### config.mk
export PLATFORM = sky130hd
export DESIGN_NAME = hazard_ctrl_flat
export DESIGN_NICKNAME = d
export VERILOG_FILES = /design/src/rtl/hazard_ctrl_if.sv /design/src/rtl/hazard_ctrl.sv /design/src/flat_wrapper.sv
export SDC_FILE = /design/constraint.sdc
export NUM_CORES = 1
export LEC_CHECK = 0
export ABC_AREA = 1
export BUFFER_PORTS_ARGS = -buffer_cell sky130_fd_sc_hd__buf_2
export CORE_ASPECT_RATIO = 2
export CORE_UTILIZATION = 53
export DETAILED_ROUTE_END_ITERATION = 10
export PLACE_DENSITY_LB_ADDON = 0.3
export RECOVER_POWER = 100
export SYNTH_ARGS = -nofsm -noshare
export SYNTH_HDL_FRONTEND = slang
export SYNTH_SLANG_ARGS = --single-unit
### constraint.sdc
create_clock -name clk -period 4 [get_ports clk]
set_clock_uncertainty 0.2 [all_clocks]
set_input_delay 1 -clock clk [delete_from_list [all_inputs] [get_ports clk]]
set_output_delay 1 -clock clk [all_outputs]
set_load 0.02 [all_outputs]
### src/rtl/hazard_ctrl_if.sv
// Pipeline <-> hazard controller signal bundle: stage register/hazard info in,
// pipeline-register enables, flushes, forwarding selects and mul/div sequencing out.
interface hazard_ctrl_if #(
  parameter int CNT_W = 32
);
  logic [4:0]       rs1_d, rs2_d, rs1_e, rs2_e, rd_e, rd_m, rd_w;
  logic             memread_e, muldiv_e, pcsrc_e;
  logic             regwrite_m, regwrite_w;
  logic             dmem_req_m, dmem_ready;
  logic             en_f, en_d, en_e, en_m, en_w;
  logic             flush_d, flush_e, flush_m;
  logic [1:0]       fwd_a_e, fwd_b_e;
  logic             muldiv_start, muldiv_done;
  logic [CNT_W-1:0] stall_cnt, flush_cnt;

  modport master (
    output rs1_d, rs2_d, rs1_e, rs2_e, rd_e, rd_m, rd_w,
           memread_e, muldiv_e, pcsrc_e, regwrite_m, regwrite_w,
           dmem_req_m, dmem_ready,
    input  en_f, en_d, en_e, en_m, en_w, flush_d, flush_e, flush_m,
           fwd_a_e, fwd_b_e, muldiv_start, muldiv_done, stall_cnt, flush_cnt
  );

  modport slave (
    input  rs1_d, rs2_d, rs1_e, rs2_e, rd_e, rd_m, rd_w,
           memread_e, muldiv_e, pcsrc_e, regwrite_m, regwrite_w,
           dmem_req_m, dmem_ready,
    output en_f, en_d, en_e, en_m, en_w, flush_d, flush_e, flush_m,
           fwd_a_e, fwd_b_e, muldiv_start, muldiv_done, stall_cnt, flush_cnt
  );
endinterface

### src/rtl/hazard_ctrl.sv
// Five-stage pipeline hazard controller: forwarding, load-use stall, branch flush,
// data-memory freeze and fixed-latency mul/div sequencing, plus perf counters.
module hazard_ctrl #(
  parameter int MULDIV_LAT = 4,
  parameter int CNT_W      = 32
) (
  input  logic           clk,
  input  logic           reset_n,
  hazard_ctrl_if.slave   hz
);
  localparam int CW = $clog2(MULDIV_LAT) + 1;

  typedef enum logic [1:0] {S_IDLE, S_BUSY, S_DONE} state_t;

  state_t           r_state, w_state_nxt;
  logic [CW-1:0]    r_cnt, w_cnt_nxt;
  logic [CNT_W-1:0] r_stall_cnt, r_flush_cnt;

  logic w_freeze, w_load_use;
  logic w_en_f, w_en_d, w_en_e, w_en_m, w_en_w;
  logic w_flush_d, w_flush_e, w_flush_m;
  logic w_start, w_done;

  function automatic logic [1:0] fwd_sel(input logic [4:0] rs,
                                         input logic wr_m, input logic [4:0] rd_m,
                                         input logic wr_w, input logic [4:0] rd_w);
    if (wr_m && rd_m != 5'd0 && rd_m == rs)      return 2'b10;
    else if (wr_w && rd_w != 5'd0 && rd_w == rs) return 2'b01;
    else                                         return 2'b00;
  endfunction

  assign w_freeze   = hz.dmem_req_m & ~hz.dmem_ready;
  assign w_load_use = hz.memread_e && hz.rd_e != 5'd0 &&
                      (hz.rd_e == hz.rs1_d || hz.rd_e == hz.rs2_d);

  assign hz.fwd_a_e = fwd_sel(hz.rs1_e, hz.regwrite_m, hz.rd_m, hz.regwrite_w, hz.rd_w);
  assign hz.fwd_b_e = fwd_sel(hz.rs2_e, hz.regwrite_m, hz.rd_m, hz.regwrite_w, hz.rd_w);

  always_ff @(posedge clk or negedge reset_n) begin
    if (!reset_n) begin
      r_state <= S_IDLE;
      r_cnt   <= '0;
    end else begin
      r_state <= w_state_nxt;
      r_cnt   <= w_cnt_nxt;
    end
  end

  // BUSY keeps counting through freezes; only IDLE and DONE hold while frozen.
  always_comb begin
    w_state_nxt = r_state;
    w_cnt_nxt   = r_cnt;
    case (r_state)
      S_IDLE: if (!w_freeze && hz.muldiv_e) begin
        w_state_nxt = S_BUSY;
        w_cnt_nxt   = CW'(MULDIV_LAT - 1);
      end
      S_BUSY: if (r_cnt == '0) w_state_nxt = S_DONE;
              else             w_cnt_nxt   = r_cnt - 1'b1;
      S_DONE: if (!w_freeze) w_state_nxt = S_IDLE;
      default: w_state_nxt = S_IDLE;
    endcase
  end

  always_comb begin
    {w_en_f, w_en_d, w_en_e, w_en_m, w_en_w} = 5'b11111;
    {w_flush_d, w_flush_e, w_flush_m}        = 3'b000;
    w_start = 1'b0;
    w_done  = 1'b0;
    if (w_freeze) begin
      {w_en_f, w_en_d, w_en_e, w_en_m, w_en_w} = 5'b00000;
    end else begin
      case (r_state)
        S_IDLE: begin
          if (hz.muldiv_e) begin
            w_start = 1'b1;
            {w_en_f, w_en_d, w_en_e} = 3'b000;
            w_flush_m = 1'b1;
          end else if (hz.pcsrc_e) begin
            // the load-use victim is squashed by the branch anyway
            w_flush_d = 1'b1;
            w_flush_e = 1'b1;
          end else if (w_load_use) begin
            {w_en_f, w_en_d} = 2'b00;
            w_flush_e = 1'b1;
          end
        end
        S_BUSY: begin
          {w_en_f, w_en_d, w_en_e} = 3'b000;
          w_flush_m = 1'b1;
        end
        S_DONE: begin
          w_done = 1'b1;
          if (hz.pcsrc_e) begin
            w_flush_d = 1'b1;
            w_flush_e = 1'b1;
          end
        end
        default: ;
      endcase
    end
  end

  assign hz.en_f         = w_en_f;
  assign hz.en_d         = w_en_d;
  assign hz.en_e         = w_en_e;
  assign hz.en_m         = w_en_m;
  assign hz.en_w         = w_en_w;
  assign hz.flush_d      = w_flush_d;
  assign hz.flush_e      = w_flush_e;
  assign hz.flush_m      = w_flush_m;
  assign hz.muldiv_start = w_start & reset_n;
  assign hz.muldiv_done  = w_done & reset_n;

  always_ff @(posedge clk or negedge reset_n) begin
    if (!reset_n) begin
      r_stall_cnt <= '0;
      r_flush_cnt <= '0;
    end else begin
      if (!w_en_f && r_stall_cnt != '1) r_stall_cnt <= r_stall_cnt + 1'b1;
      if (w_flush_d && r_flush_cnt != '1) r_flush_cnt <= r_flush_cnt + 1'b1;
    end
  end

  assign hz.stall_cnt = r_stall_cnt;
  assign hz.flush_cnt = r_flush_cnt;
endmodule

### src/flat_wrapper.sv
// flat-port wrapper written by rule: the top's interface ports become plain ports
module hazard_ctrl_flat 
#(
  parameter int MULDIV_LAT = 4,
  parameter int CNT_W      = 32
)
  (clk, reset_n, hz_rs1_d, hz_rs2_d, hz_rs1_e, hz_rs2_e, hz_rd_e, hz_rd_m, hz_rd_w, hz_memread_e, hz_muldiv_e, hz_pcsrc_e, hz_regwrite_m, hz_regwrite_w, hz_dmem_req_m, hz_dmem_ready, hz_en_f, hz_en_d, hz_en_e, hz_en_m, hz_en_w, hz_flush_d, hz_flush_e, hz_flush_m, hz_fwd_a_e, hz_fwd_b_e, hz_muldiv_start, hz_muldiv_done, hz_stall_cnt, hz_flush_cnt);
  hazard_ctrl_if #(.CNT_W(CNT_W)) hz_i ();
  input  logic clk;
  input  logic reset_n;
  input wire logic [$bits(hz_i.rs1_d)-1:0] hz_rs1_d;
  input wire logic [$bits(hz_i.rs2_d)-1:0] hz_rs2_d;
  input wire logic [$bits(hz_i.rs1_e)-1:0] hz_rs1_e;
  input wire logic [$bits(hz_i.rs2_e)-1:0] hz_rs2_e;
  input wire logic [$bits(hz_i.rd_e)-1:0] hz_rd_e;
  input wire logic [$bits(hz_i.rd_m)-1:0] hz_rd_m;
  input wire logic [$bits(hz_i.rd_w)-1:0] hz_rd_w;
  input wire logic [$bits(hz_i.memread_e)-1:0] hz_memread_e;
  input wire logic [$bits(hz_i.muldiv_e)-1:0] hz_muldiv_e;
  input wire logic [$bits(hz_i.pcsrc_e)-1:0] hz_pcsrc_e;
  input wire logic [$bits(hz_i.regwrite_m)-1:0] hz_regwrite_m;
  input wire logic [$bits(hz_i.regwrite_w)-1:0] hz_regwrite_w;
  input wire logic [$bits(hz_i.dmem_req_m)-1:0] hz_dmem_req_m;
  input wire logic [$bits(hz_i.dmem_ready)-1:0] hz_dmem_ready;
  output wire logic [$bits(hz_i.en_f)-1:0] hz_en_f;
  output wire logic [$bits(hz_i.en_d)-1:0] hz_en_d;
  output wire logic [$bits(hz_i.en_e)-1:0] hz_en_e;
  output wire logic [$bits(hz_i.en_m)-1:0] hz_en_m;
  output wire logic [$bits(hz_i.en_w)-1:0] hz_en_w;
  output wire logic [$bits(hz_i.flush_d)-1:0] hz_flush_d;
  output wire logic [$bits(hz_i.flush_e)-1:0] hz_flush_e;
  output wire logic [$bits(hz_i.flush_m)-1:0] hz_flush_m;
  output wire logic [$bits(hz_i.fwd_a_e)-1:0] hz_fwd_a_e;
  output wire logic [$bits(hz_i.fwd_b_e)-1:0] hz_fwd_b_e;
  output wire logic [$bits(hz_i.muldiv_start)-1:0] hz_muldiv_start;
  output wire logic [$bits(hz_i.muldiv_done)-1:0] hz_muldiv_done;
  output wire logic [$bits(hz_i.stall_cnt)-1:0] hz_stall_cnt;
  output wire logic [$bits(hz_i.flush_cnt)-1:0] hz_flush_cnt;
  assign hz_i.rs1_d = hz_rs1_d;
  assign hz_i.rs2_d = hz_rs2_d;
  assign hz_i.rs1_e = hz_rs1_e;
  assign hz_i.rs2_e = hz_rs2_e;
  assign hz_i.rd_e = hz_rd_e;
  assign hz_i.rd_m = hz_rd_m;
  assign hz_i.rd_w = hz_rd_w;
  assign hz_i.memread_e = hz_memread_e;
  assign hz_i.muldiv_e = hz_muldiv_e;
  assign hz_i.pcsrc_e = hz_pcsrc_e;
  assign hz_i.regwrite_m = hz_regwrite_m;
  assign hz_i.regwrite_w = hz_regwrite_w;
  assign hz_i.dmem_req_m = hz_dmem_req_m;
  assign hz_i.dmem_ready = hz_dmem_ready;
  assign hz_en_f = hz_i.en_f;
  assign hz_en_d = hz_i.en_d;
  assign hz_en_e = hz_i.en_e;
  assign hz_en_m = hz_i.en_m;
  assign hz_en_w = hz_i.en_w;
  assign hz_flush_d = hz_i.flush_d;
  assign hz_flush_e = hz_i.flush_e;
  assign hz_flush_m = hz_i.flush_m;
  assign hz_fwd_a_e = hz_i.fwd_a_e;
  assign hz_fwd_b_e = hz_i.fwd_b_e;
  assign hz_muldiv_start = hz_i.muldiv_start;
  assign hz_muldiv_done = hz_i.muldiv_done;
  assign hz_stall_cnt = hz_i.stall_cnt;
  assign hz_flush_cnt = hz_i.flush_cnt;
  hazard_ctrl #(.MULDIV_LAT(MULDIV_LAT), .CNT_W(CNT_W)) u_core (.clk(clk), .reset_n(reset_n), .hz(hz_i));
endmodule
==> results of run 1 <==
==> critical path: stages, from the launching register on <==
cell,delay [ns]
dfrtp_1,0.44
ha_1,0.28
nand2_2,0.15
nor2_4,0.06
nand4_1,0.12
or2_0,0.76
nand2_1,0.88
nand2_1,0.24
nand2_1,0.07
==> state kept, by name (all words and copies together), names as in the netlist <==
name,flops
u_core.r_cnt,3
u_core.hz.flush_cnt,32
u_core.r_state,2
u_core.hz.stall_cnt,32
==> layout by cell type (no fill, tap or decap) <==
cell         n
xnor2_1     19
or2_0        1
nand2_1    273
dfrtp_1     69
o21ai_1      2
a21oi_1      2
clkbuf_8     1
inv_1       66
buf_4        3
a31oi_1      2
o21ai_0     20
clkinv_2     2
o41ai_1      1
nand2_2      2
nand3b_1    11
buf_2       41
clkbuf_16    9
nand4_1     13
xor2_1      46
clkbuf_1    83
inv_2        1
clkbuf_2     1
nor2_4       1
nor4_1       5
nor2_2       2
or2_2        1
a21boi_0     3
nor2_1      90
nor3_1      30
o22ai_1      1
nand3_1     55
ha_1         4
==> final timing paths <==
path	from	endpoint	slack [ns]
max reg2reg	u_core.hz.stall_cnt[0]	u_core.hz.stall_cnt[7]	0.66
min reg2reg	u_core.r_cnt[0]	u_core.r_cnt[0]	0.30
min	u_core.r_cnt[0]	u_core.r_cnt[0]	0.30
max	u_core.hz.stall_cnt[0]	u_core.hz.stall_cnt[7]	0.66
min in group asynchronous	reset_n	u_core.hz.flush_cnt[2]	1.09
max in group asynchronous	reset_n	u_core.hz.stall_cnt[10]	1.49
==> synth_stat cells (4+ instances only) <==
| library cell | n | area [um2] |
|---|---|---|
| nand2_1 | 272 | 1020 |
| nor3_1 | 30 | 150 |
| ha_1 | 4 | 50.1 |
| nor2_1 | 90 | 338 |
| nand4_1 | 13 | 81.3 |
| nor4_1 | 5 | 31.3 |
| o21ai_0 | 20 | 100 |
| xnor2_1 | 19 | 166 |
| xor2_1 | 46 | 403 |
| nand3b_1 | 11 | 82.6 |
| dfrtp_1 | 69 | 1730 |
| nand3_1 | 55 | 275 |
| inv_1 | 65 | 244 |
| buf_2 | 10 | 50.1 |
==> power by group through the flow <==
stage / Combinational (mW) / Sequential, mW / Clock (mW)
3_5_place_dp: 0.753 / 0.922 / 0
5_1_grt: 0.812 / 0.931 / 0.761
3_3_place_gp: 0.726 / 0.918 / 0
6_report: 0.730 / 0.917 / 0.720
2_1_floorplan: 0.450 / 0.988 / 0
4_1_cts: 0.759 / 0.911 / 0.735
==> cells by family after synthesis <==
group | count (synthesis) | share of synthesized area [%]
and+or+nand+nor | 484 | 41.5
buffers and inverters | 85 | 7.35
DFF | 69 | 35.1
xor gates and xnor gates | 65 | 11.6
AOI/OAI and AO/OA | 31 | 3.46
adders and majority gates | 4 | 1.02
==> per-stage QoR <==
stage	hold slack, ns	utilization [%]	instance area, um2	total power, mW
floorplan	0.249	-	4920	1.44
global placement	0.264	61.8	5570	1.64
detailed placement	0.292	61.8	5570	1.68
CTS	0.297	64.7	5830	2.41
global route	0.328	63.5	5720	2.50
finish	0.300	63.5	5720	2.37
==> layout make-up <==
type                       instances  area [um2]  share of cell area [%]
clock buffer                      13         250                    4.37
clock inverter                     2        10.0                   0.175
inverter                          67         251                    4.40
multi-input combinational        584        2820                    49.3
sequential                        69        1730                    30.2
tap                              102         128                    2.23
timing repair buffer             125         533                    9.32
==> per-layer routing <==
layer  vias to the layer above  track usage (%)  wire (um)
li1                       2565                -          -
met1                      2436             29.5       4900
met2                       219             55.3       7660
met3                        77             5.90        676
met4                         0             24.4       1110
met5                         -                0          0
==> reports/results.ini, run 1 <==
[status]
outcome = complete, but fails checks
violations = max-capacitance violations, max-slew violations

[timing]
rsz0062_at_grt = no
setup_viol = 0
min_period_over_period_pct = 83.4
finalHoldViolCount = 0
period_needed_ns = 3.34
layout_setup_ws_ns = 0.665
setup_tns_ns = 0
slew_headroom_pct = -15.2
tightestPinTransition_ns = 1.73
maxSlewViolCount = 70
fmax_mhz = 300

[power_and_ir_drop]
p_sw_mw = 0.925
p_leak_nw = 2.77
pwr-share-comb_pct = 30.8
power_density_mw_per_mm2 = 414
p_clk_share_pct = 30.4
switching_share_pct = 39.1
peakVddDrop_uv = 277
seq_power_share_pct = 38.7
intPower_mw = 1.44

[global_routing]
grt_usage_pct = 30.7
overflow = 0
grt_max_degree = 70
antenna_found_initial = 0
grt_pass1_vias = 5262
grt_pass1_wl_mm = 23.7

[logic_synthesis]
postSynthCellCount = 738
synth-edff-count = 0
seq_area_frac_synth_pct = 35.1
synth_area_mm2 = 0.00492
synth_seq_cells = 69
synth_nets = 786
ys_warn_count = 0
synthDistinctLibCells = 31
avgSynthCellArea_um2 = 6.66
synth_ff_type = dfrtp_1
postSynth.asyncResetShare_pct = 100

[worst_setup_path]
path_class = reg -> reg
start_kind = register
crit_arrival_ns = 3.35
cp-end-kind = register
crit_fanout = 30
cp_data_required_time_ns = 4.01
ff2ff_path_depth = 8

[clocking]
cts-root-buf = clkbuf_16
cts.sinks = 69
post_cts_buffers = 0
clk_pin_slew_worst_paths_ns = 0.05
cts_buffer_depth = 2
cts_resized = 0
cts_htree_levels = 3
cts_tree = built
cts-buffers-inserted = 9
clk_latency_ns = 0.33
ctsHoldBuffers = 0

[layout]
nFillCells = 857
stdcell_count = 962
nNetsFinal = 904
n_antenna_cell = 0
syn2layout_area_growth_pct = 16.3
drive_gt1_share_pct = 7.44

[placement]
portBuffers = 121
place_inst = 947
hpwl_mm = 10.9
dp_slack_ns = 0.706
gp_congestion = 1.01

[floorplanning]
die-area_mm2 = 0.00969
rows = 49
coreArea_mm2 = 0.00901
start_util_pct = 54.6
die_x_um = 70.1
ioPinCount = 122
die_h_um = 138

[min_path]
hold_path.class = reg -> reg
hold_path_depth = 1

[routing]
routed_wl_mm = 14.3
drc = 0
viasPerCell = 5.51
ant_nets = 0
post_drt_wl_per_cell_um = 14.9
vias = 5297
dr.first_iter.drc_count = 323
first_pass_iters = 5

[job]
maxCapViolations = 1

Note: power is estimated with default switching activity, not from simulation.
==> run 2: changes to the inputs <==
--- a/config.mk
+++ b/config.mk
@@ -5,10 +5,10 @@
 export SDC_FILE = /design/constraint.sdc
 export NUM_CORES = 1
 export LEC_CHECK = 0
-export ABC_AREA = 1
+export ABC_AREA = 0
 export BUFFER_PORTS_ARGS = -buffer_cell sky130_fd_sc_hd__buf_2
 export CORE_ASPECT_RATIO = 2
-export CORE_UTILIZATION = 53
+export CORE_UTILIZATION = 51
 export DETAILED_ROUTE_END_ITERATION = 10
 export PLACE_DENSITY_LB_ADDON = 0.3
 export RECOVER_POWER = 100
==> constraint.sdc (replaced) <==
create_clock -name clk -period 3.2 [get_ports clk]
set_clock_uncertainty 0.2 [all_clocks]
set_input_delay 0.8 -clock clk [delete_from_list [all_inputs] [get_ports clk]]
set_output_delay 0.8 -clock clk [all_outputs]
set_load 0.02 [all_outputs]
==> run 2 against run 1 <==
  * The run still ends with max-capacitance violations, max-slew violations left
  * Flip-flop and latch count stayed put
  * Worst setup slack got worse by 0.61 ns
  * Sequential power rose by 24%
  * Core utilization grew 3.0 points
  * Synthesized cell count shrank 52%
  * Design area fell by 19%
  * Total power grew 20%
  * Clock power grew 40%
  * Register-to-register slack lost 0.20 ns
  * Area after synthesis is 25% lower
  * Sequential share of layout area grew 6.9 points
  * Hold slack lost 0.22 ns
  * Critical endpoint is now hz_en_f
  * Largest power group unchanged
==> reports/results.ini, run 2 <==
[clocking]
cts_buffer_depth = 2  ; unchanged
cts_htree_levels = 3  ; unchanged
clk_latency_ns = 0.33  ; about the same
clk_pin_slew_worst_paths_ns = 0.06  ; about the same
cts-root-buf = clkbuf_16
post_cts_buffers = 0  ; unchanged
cts_tree = built
cts-buffers-inserted = 9  ; unchanged
ctsHoldBuffers = 0  ; unchanged
cts.sinks = 69  ; unchanged

[global_routing]
grt_usage_pct = 22.8  ; -7.9 points
overflow = 0  ; unchanged
gr-usage-met1_pct = 23.8  ; -5.6 points
grt_use_met2_pct = 42.4  ; -13 points
grt-busiest-layer = met2
grt_pass1_wl_mm = 13.5  ; -43%
grt_pass1_vias = 3002  ; -43%
antenna_found_initial = 1  ; +1
met3_usage_pct = 4.93  ; -0.98 points
grt_max_degree = 69  ; -1.4%

[layout]
final_common_cell = clkbuf_1
nNetsFinal = 533  ; -41%
layout_common_cells = clkbuf_1 (72), dfrtp_1 (69), xnor2_1 (59), buf_2 (51), xor2_1 (32)
stdcell_count = 581  ; -40%
drive_gt1_share_pct = 18.2  ; +11 points
syn2layout_area_growth_pct = 25.9
nFillCells = 604  ; -30%
fin_util_pct = 66.5  ; +3.0 points

[routing]
viasPerCell = 5.38  ; -2.3%
drc = 0  ; unchanged
ant_nets = 0  ; unchanged
post_drt_wl_per_cell_um = 14.2  ; -4.6%
first_pass_iters = 4  ; -1
dr.first_iter.drc_count = 177  ; -45%
vias = 3125  ; -41%
routed_wl_mm = 8.27  ; -42%

[logic_synthesis]
synth_nets = 399  ; -49%
synth_fa_ha_area_share_pct = 1.35  ; +0.34 points
synth-compound-area-share_pct = 3.22  ; -0.24 points
avgSynthCellArea_um2 = 10.5  ; +58%
muxShareOfSynthArea_pct = 0.609  ; +0.61 points
synth_seq_cells = 69  ; unchanged
synth-edff-count = 0  ; unchanged
synth-simple-area-share_pct = 24.3  ; -17 points
synth_ff_type = dfrtp_1
synthDistinctLibCells = 40  ; +29%
yosysMostFrequentCell = dfrtp_1
synth_common_cells = dfrtp_1 (69), xnor2_1 (59), xor2_1 (32)
synth_area_mm2 = 0.00370  ; -25%
synth_top_area_cell = dfrtp_1
synth_area_leaders = dfrtp_1 (47%), xnor2_1 (14%), xor2_1 (7.6%), nand4_1 (4.9%), nand3_1 (3.7%)
seq_area_frac_synth_pct = 46.7  ; +12 points
postSynthCellCount = 351  ; -52%
synth_top_family_by_area = simple AND/OR/NAND/NOR gates
ys_warn_count = 0  ; unchanged
yosysTopAreaCellShare_pct = 46.7  ; +12 points
synth_xor_area_share_pct = 21.6  ; +10 points
postSynth.asyncResetShare_pct = 100  ; unchanged

[power_and_ir_drop]
p_leak_nw = 2.03  ; -27%
power_density_mw_per_mm2 = 612  ; +48%
peakVddDrop_uv = 440  ; +59%
power_mw = 2.85  ; +20%

[floorplanning]
die_h_um = 122  ; -11%
rows = 43  ; -12%
die_x_um = 62.2  ; -11%
ioPinCount = 122  ; unchanged
die-area_mm2 = 0.00761  ; -21%
start_util_pct = 52.8  ; -1.7 points
coreArea_mm2 = 0.00699  ; -22%

[timing]
setup_viol = 0  ; unchanged
tightestPinTransition_ns = 1.64  ; -0.0870 ns
fmax_mhz = 318
maxSlewViolCount = 69  ; -1.4%
setup_tns_ns = 0  ; unchanged
period_needed_ns = 3.15
slew_headroom_pct = -9.45  ; +5.8 points
finalHoldViolCount = 0  ; unchanged
min_period_over_period_pct = 98.3

[min_path]
hold_path.class = in -> async

[worst_setup_path]
crit_arrival_ns = 2.15  ; -1.20 ns
start_kind = primary input
cp-end-kind = primary output
crit_fanout = 3  ; -90%
cp_data_required_time_ns = 2.20  ; -1.81 ns
path_class = in -> out

[placement]
portBuffers = 121  ; unchanged
gp_congestion = 0.783  ; -23%
hpwl_mm = 6.19  ; -43%
place_inst = 564  ; -40%

[status]
violations = max-capacitance violations, max-slew violations
outcome = complete, but fails checks

[job]
maxCapViolations = 1  ; unchanged

==> run 2: cell types whose count changed after synthesis, moves of 13 or more <==
| cell | previous run | this run |
|---|---|---|
| o21ai_0 | 20 | 3 |
| nand2_1 | 272 | 22 |
| nand4_1 | 13 | 29 |
| inv_1 | 65 | 8 |
| xnor2_1 | 19 | 59 |
| xor2_1 | 46 | 32 |
| nor3_1 | 30 | 7 |
| and3_1 | 0 | 13 |
| nand3_1 | 55 | 27 |
| nor2_1 | 90 | 20 |
==> run 2: logic make-up (layout without fill, tap and decap cells) <==
kind of cell / Yosys count / in the layout
compound gates: 13 / 13
xor+xnor: 91 / 91
fa+ha+maj: 4 / 4
buf+inv: 15 / 154
flops: 69 / 69
mux: 2 / 2
other cells: 0 / 1
simple gates: 157 / 157
==> run 2: metal layers <==
metal	up-vias	wire length [um]
li1	1505	-
met1	1511	3080
met2	99	4650
met3	10	414
met4	0	123
met5	-	0
==> run 2: critical path: stages <==
cell     delay, ns
buf_2         0.10
buf_4         0.13
xor2_1        0.15
nor3_1        0.23
a22oi_2       0.11
o41a_4        0.45
buf_2         0.17
==> run 2: timing repair <==
action / CTS / global route
resized for setup: 1 / 2
pin swaps: 0 / 3
setup endpoints to repair: 3 / 4
==> run 2: power by group <==
part | leakage, nW | switching, mW | internal (mW)
Combinational | 0.950 | 0.426 | 0.267
Sequential | 0.927 | 0.155 | 0.984
Clock | 0.152 | 0.349 | 0.665
Total | 2.03 | 0.930 | 1.92
==> run 2: area by class of cell <==
| type | instances | area (um2) | area share (%) |
|---|---|---|---|
| multi-input combinational | 267 | 1890 | 40.6 |
| sequential | 69 | 1730 | 37.1 |
| timing repair buffer | 130 | 579 | 12.5 |
| clock buffer | 13 | 270 | 5.81 |
| tap | 90 | 113 | 2.42 |
| clock inverter | 3 | 42.5 | 0.914 |
| inverter | 8 | 30.0 | 0.646 |
| antenna | 1 | 2.50 | 0.0538 |
==> run 2: worst paths after layout <==
path                                   start                 endpoint  slack, ns  cells past startpoint
setup / recovery                  hz_rd_e[0]                  hz_en_f       0.05                      7
hold / removal                       reset_n        u_core.r_state[1]       0.08                      1
setup reg to reg           u_core.r_state[1]  u_core.hz.flush_cnt[25]       0.46                      7
hold reg to reg              u_core.r_cnt[0]          u_core.r_cnt[0]       0.27                      1
max in group asynchronous            reset_n  u_core.hz.flush_cnt[13]       0.89                      2
min in group clk             u_core.r_cnt[0]          u_core.r_cnt[0]       0.27                      1
==> run 2: metrics by stage <==
stage                     worst slack (ns)  area (um2)  hold slack (ns)
final                               0.0537        4650           0.0771
after global routing               -0.0146        4650           0.0839
after CTS                           0.0238        4750           0.0486
after detailed placement           -0.0309        4440            0.261
after global placement             -0.0211        4440            0.255
after floorplan                      0.117        3710            0.240
==> run 3: changes to the inputs <==
--- a/config.mk
+++ b/config.mk
@@ -10,7 +10,7 @@
 export CORE_ASPECT_RATIO = 2
 export CORE_UTILIZATION = 51
 export DETAILED_ROUTE_END_ITERATION = 10
-export PLACE_DENSITY_LB_ADDON = 0.3
+export PLACE_DENSITY_LB_ADDON = 0.12
 export RECOVER_POWER = 100
 export SYNTH_ARGS = -nofsm -noshare
 export SYNTH_HDL_FRONTEND = slang
==> run 3 against run 2 <==
  * The run still ends with max-capacitance violations, max-slew violations left
  * Clock power about the same
  * Non-clock buffer count up 1
  * Combinational power up 1%
  * Core utilization unchanged
  * Routed wire length up 7.4%
  * Design area unchanged
==> reports/results.ini, run 3 (synthesis results as in run 2) <==
[timing]
fmax_mhz = 318  ; +0.16%
setup_tns_ns = 0  ; unchanged
setup_viol = 0  ; unchanged
finalHoldViolCount = 0  ; unchanged
rsz0062_at_grt = no
slew_headroom_pct = -12.1  ; -2.6 points
maxSlewViolCount = 70  ; +1.4%
period_needed_ns = 3.14  ; -0.00515 ns
layout_setup_ws_ns = 0.0589  ; +0.00515 ns
min_period_over_period_pct = 98.2  ; -0.16 points
tightestPinTransition_ns = 1.68  ; +0.0396 ns
fin_hold_ws_ns = 0.293  ; +0.216 ns

[placement]
hpwl_mm = 6.77  ; +9.4%
placed_cell_area_mm2 = 0.00446  ; +0.45%
place_inst = 565  ; +0.18%
portBuffers = 121  ; unchanged
dp_slack_ns = -0.0322  ; -0.00136 ns
gp_congestion = 0.768  ; -1.8%

[routing]
drc = 0  ; unchanged
ant_nets = 0  ; unchanged
first_pass_iters = 4  ; unchanged
vias = 3161  ; +1.2%
dr.first_iter.drc_count = 132  ; -25%
viasPerCell = 5.44  ; +1.2%
routed_wl_mm = 8.89  ; +7.4%
post_drt_wl_per_cell_um = 15.3  ; +7.4%

[min_path]
hold_path.class = reg -> reg
hold_path_depth = 1

[power_and_ir_drop]
intPower_mw = 1.92  ; +0.13%
power_density_mw_per_mm2 = 615  ; +0.50%
p_sw_mw = 0.942  ; +1.3%
seq_power_share_pct = 39.9  ; about the same
pwr-share-comb_pct = 24.6  ; +0.2 points
p_leak_nw = 2.01  ; -0.94%
switching_share_pct = 32.9  ; +0.25 points
p_clk_share_pct = 35.6  ; about the same
peakVddDrop_uv = 584  ; +33%

[worst_setup_path]
cp_top_family = simple AND/OR/NAND/NOR gates
path_depth = 6  ; -1
crit_fanout = 3  ; unchanged
crit_path_top_delay_cell = or4_2
start_kind = primary input
ff2ff_path_depth = 8  ; +1
crit_arrival_ns = 2.14  ; about the same
cp_data_required_time_ns = 2.20  ; about the same
crit_chain = clkbuf_1, or4_2, o21ai_2, nor2_1, o21a_1, clkbuf_2
slowest_delay_ns = 0.69  ; +0.24 ns
cp-end-kind = primary output
path_class = in -> out
crit_buf_inv = 2  ; -1

[status]
violations = max-capacitance violations, max-slew violations
outcome = complete, but fails checks

[global_routing]
grt_pass1_vias = 3080  ; +2.6%
overflow = 0  ; unchanged
grt_usage_pct = 23.8  ; +1.0 points
antenna_found_initial = 0  ; -1
grt_pass1_wl_mm = 14.0  ; +3.2%
grt_max_degree = 70  ; +1.4%

[floorplanning]
die_x_um = 62.2  ; unchanged
start_util_pct = 52.8  ; unchanged
die-area_mm2 = 0.00761  ; unchanged
coreArea_mm2 = 0.00699  ; unchanged
die_h_um = 122  ; unchanged
rows = 43  ; unchanged
ioPinCount = 122  ; unchanged

[layout]
n_antenna_cell = 0  ; -1
drive_gt1_share_pct = 16.9  ; -1.3 points
final_common_cell = clkbuf_1
stdcell_count = 581  ; unchanged
nNetsFinal = 534  ; +0.19%
finalInstanceArea_mm2 = 0.00465  ; unchanged
layout_common_cells = clkbuf_1 (79), dfrtp_1 (69), xnor2_1 (59), buf_2 (42), xor2_1 (32)
syn2layout_area_growth_pct = 25.9  ; unchanged

[clocking]
cts_buffer_depth = 2  ; unchanged
clk_latency_ns = 0.33  ; about the same
cts_tree = built
clk_pin_slew_worst_paths_ns = 0.05  ; about the same
cts_htree_levels = 3  ; unchanged
cts-buffers-inserted = 9  ; unchanged
cts-root-buf = clkbuf_16
cts.sinks = 69  ; unchanged

[job]
maxCapViolations = 1  ; unchanged

run 3: cell types whose count changed in the layout (fill, tap and decap cells not counted), sizes merged:
cell and change:
clkbuf +13, buf -12, diode -1
run 3: power by group through the flow:
stage               Combinational (mW)  Sequential [mW]  Clock, mW
finish                           0.703             1.14       1.02
global route                     0.771             1.16       1.07
CTS                              0.747             1.14       1.03
detailed placement               0.744             1.15          0
global placement                 0.730             1.14          0
floorplan                        0.394             1.22          0
run 3: final timing paths:
| check | start | to | slack, ns |
|---|---|---|---|
| min in group asynchronous | reset_n | u_core.hz.flush_cnt[8] | 1.01 |
| max reg2reg | u_core.hz.stall_cnt[4] | u_core.hz.stall_cnt[7] | 0.60 |
| min | u_core.r_cnt[0] | u_core.r_cnt[0] | 0.29 |
| max | hz_rd_e[0] | hz_flush_e | 0.06 |
| min reg2reg | u_core.r_cnt[0] | u_core.r_cnt[0] | 0.29 |
| max in group asynchronous | reset_n | u_core.r_state[1] | 0.79 |
run 3: timing repair:
action                                 CTS  global route
gates resized for setup                  1             3
pin swaps                                0             2
buffers inserted                         0             0
hold buffers                             0             0
endpoints found under the hold margin    0             0
setup endpoints to repair                1             3
run 3: layout make-up:
class	instances	area, um2
clock buffers	13	270
clock inverters	3	42.5
fillers	636	2340
inverters	8	30.0
multi-input cells	267	1890
flip-flops and latches	69	1730
well taps	90	113
repair buffers	131	583
run 3: metrics by stage:
| stage | total power [mW] | utilization (%) |
|---|---|---|
| final | 2.86 | 66.5 |
| after global routing | 3.00 | 66.5 |
| after CTS | 2.92 | 68.2 |
| after detailed placement | 1.89 | 63.8 |
| after global placement | 1.87 | 63.8 |
| after floorplan | 1.61 | - |
run 3: layer usage:
layer	global-route usage, %	vias up	share of wire [%]
li1	-	1510	-
met1	22.8	1547	35
met2	47.3	87	59
met3	3.90	17	3.5
met4	12.8	0	2.5
met5	0	-	0
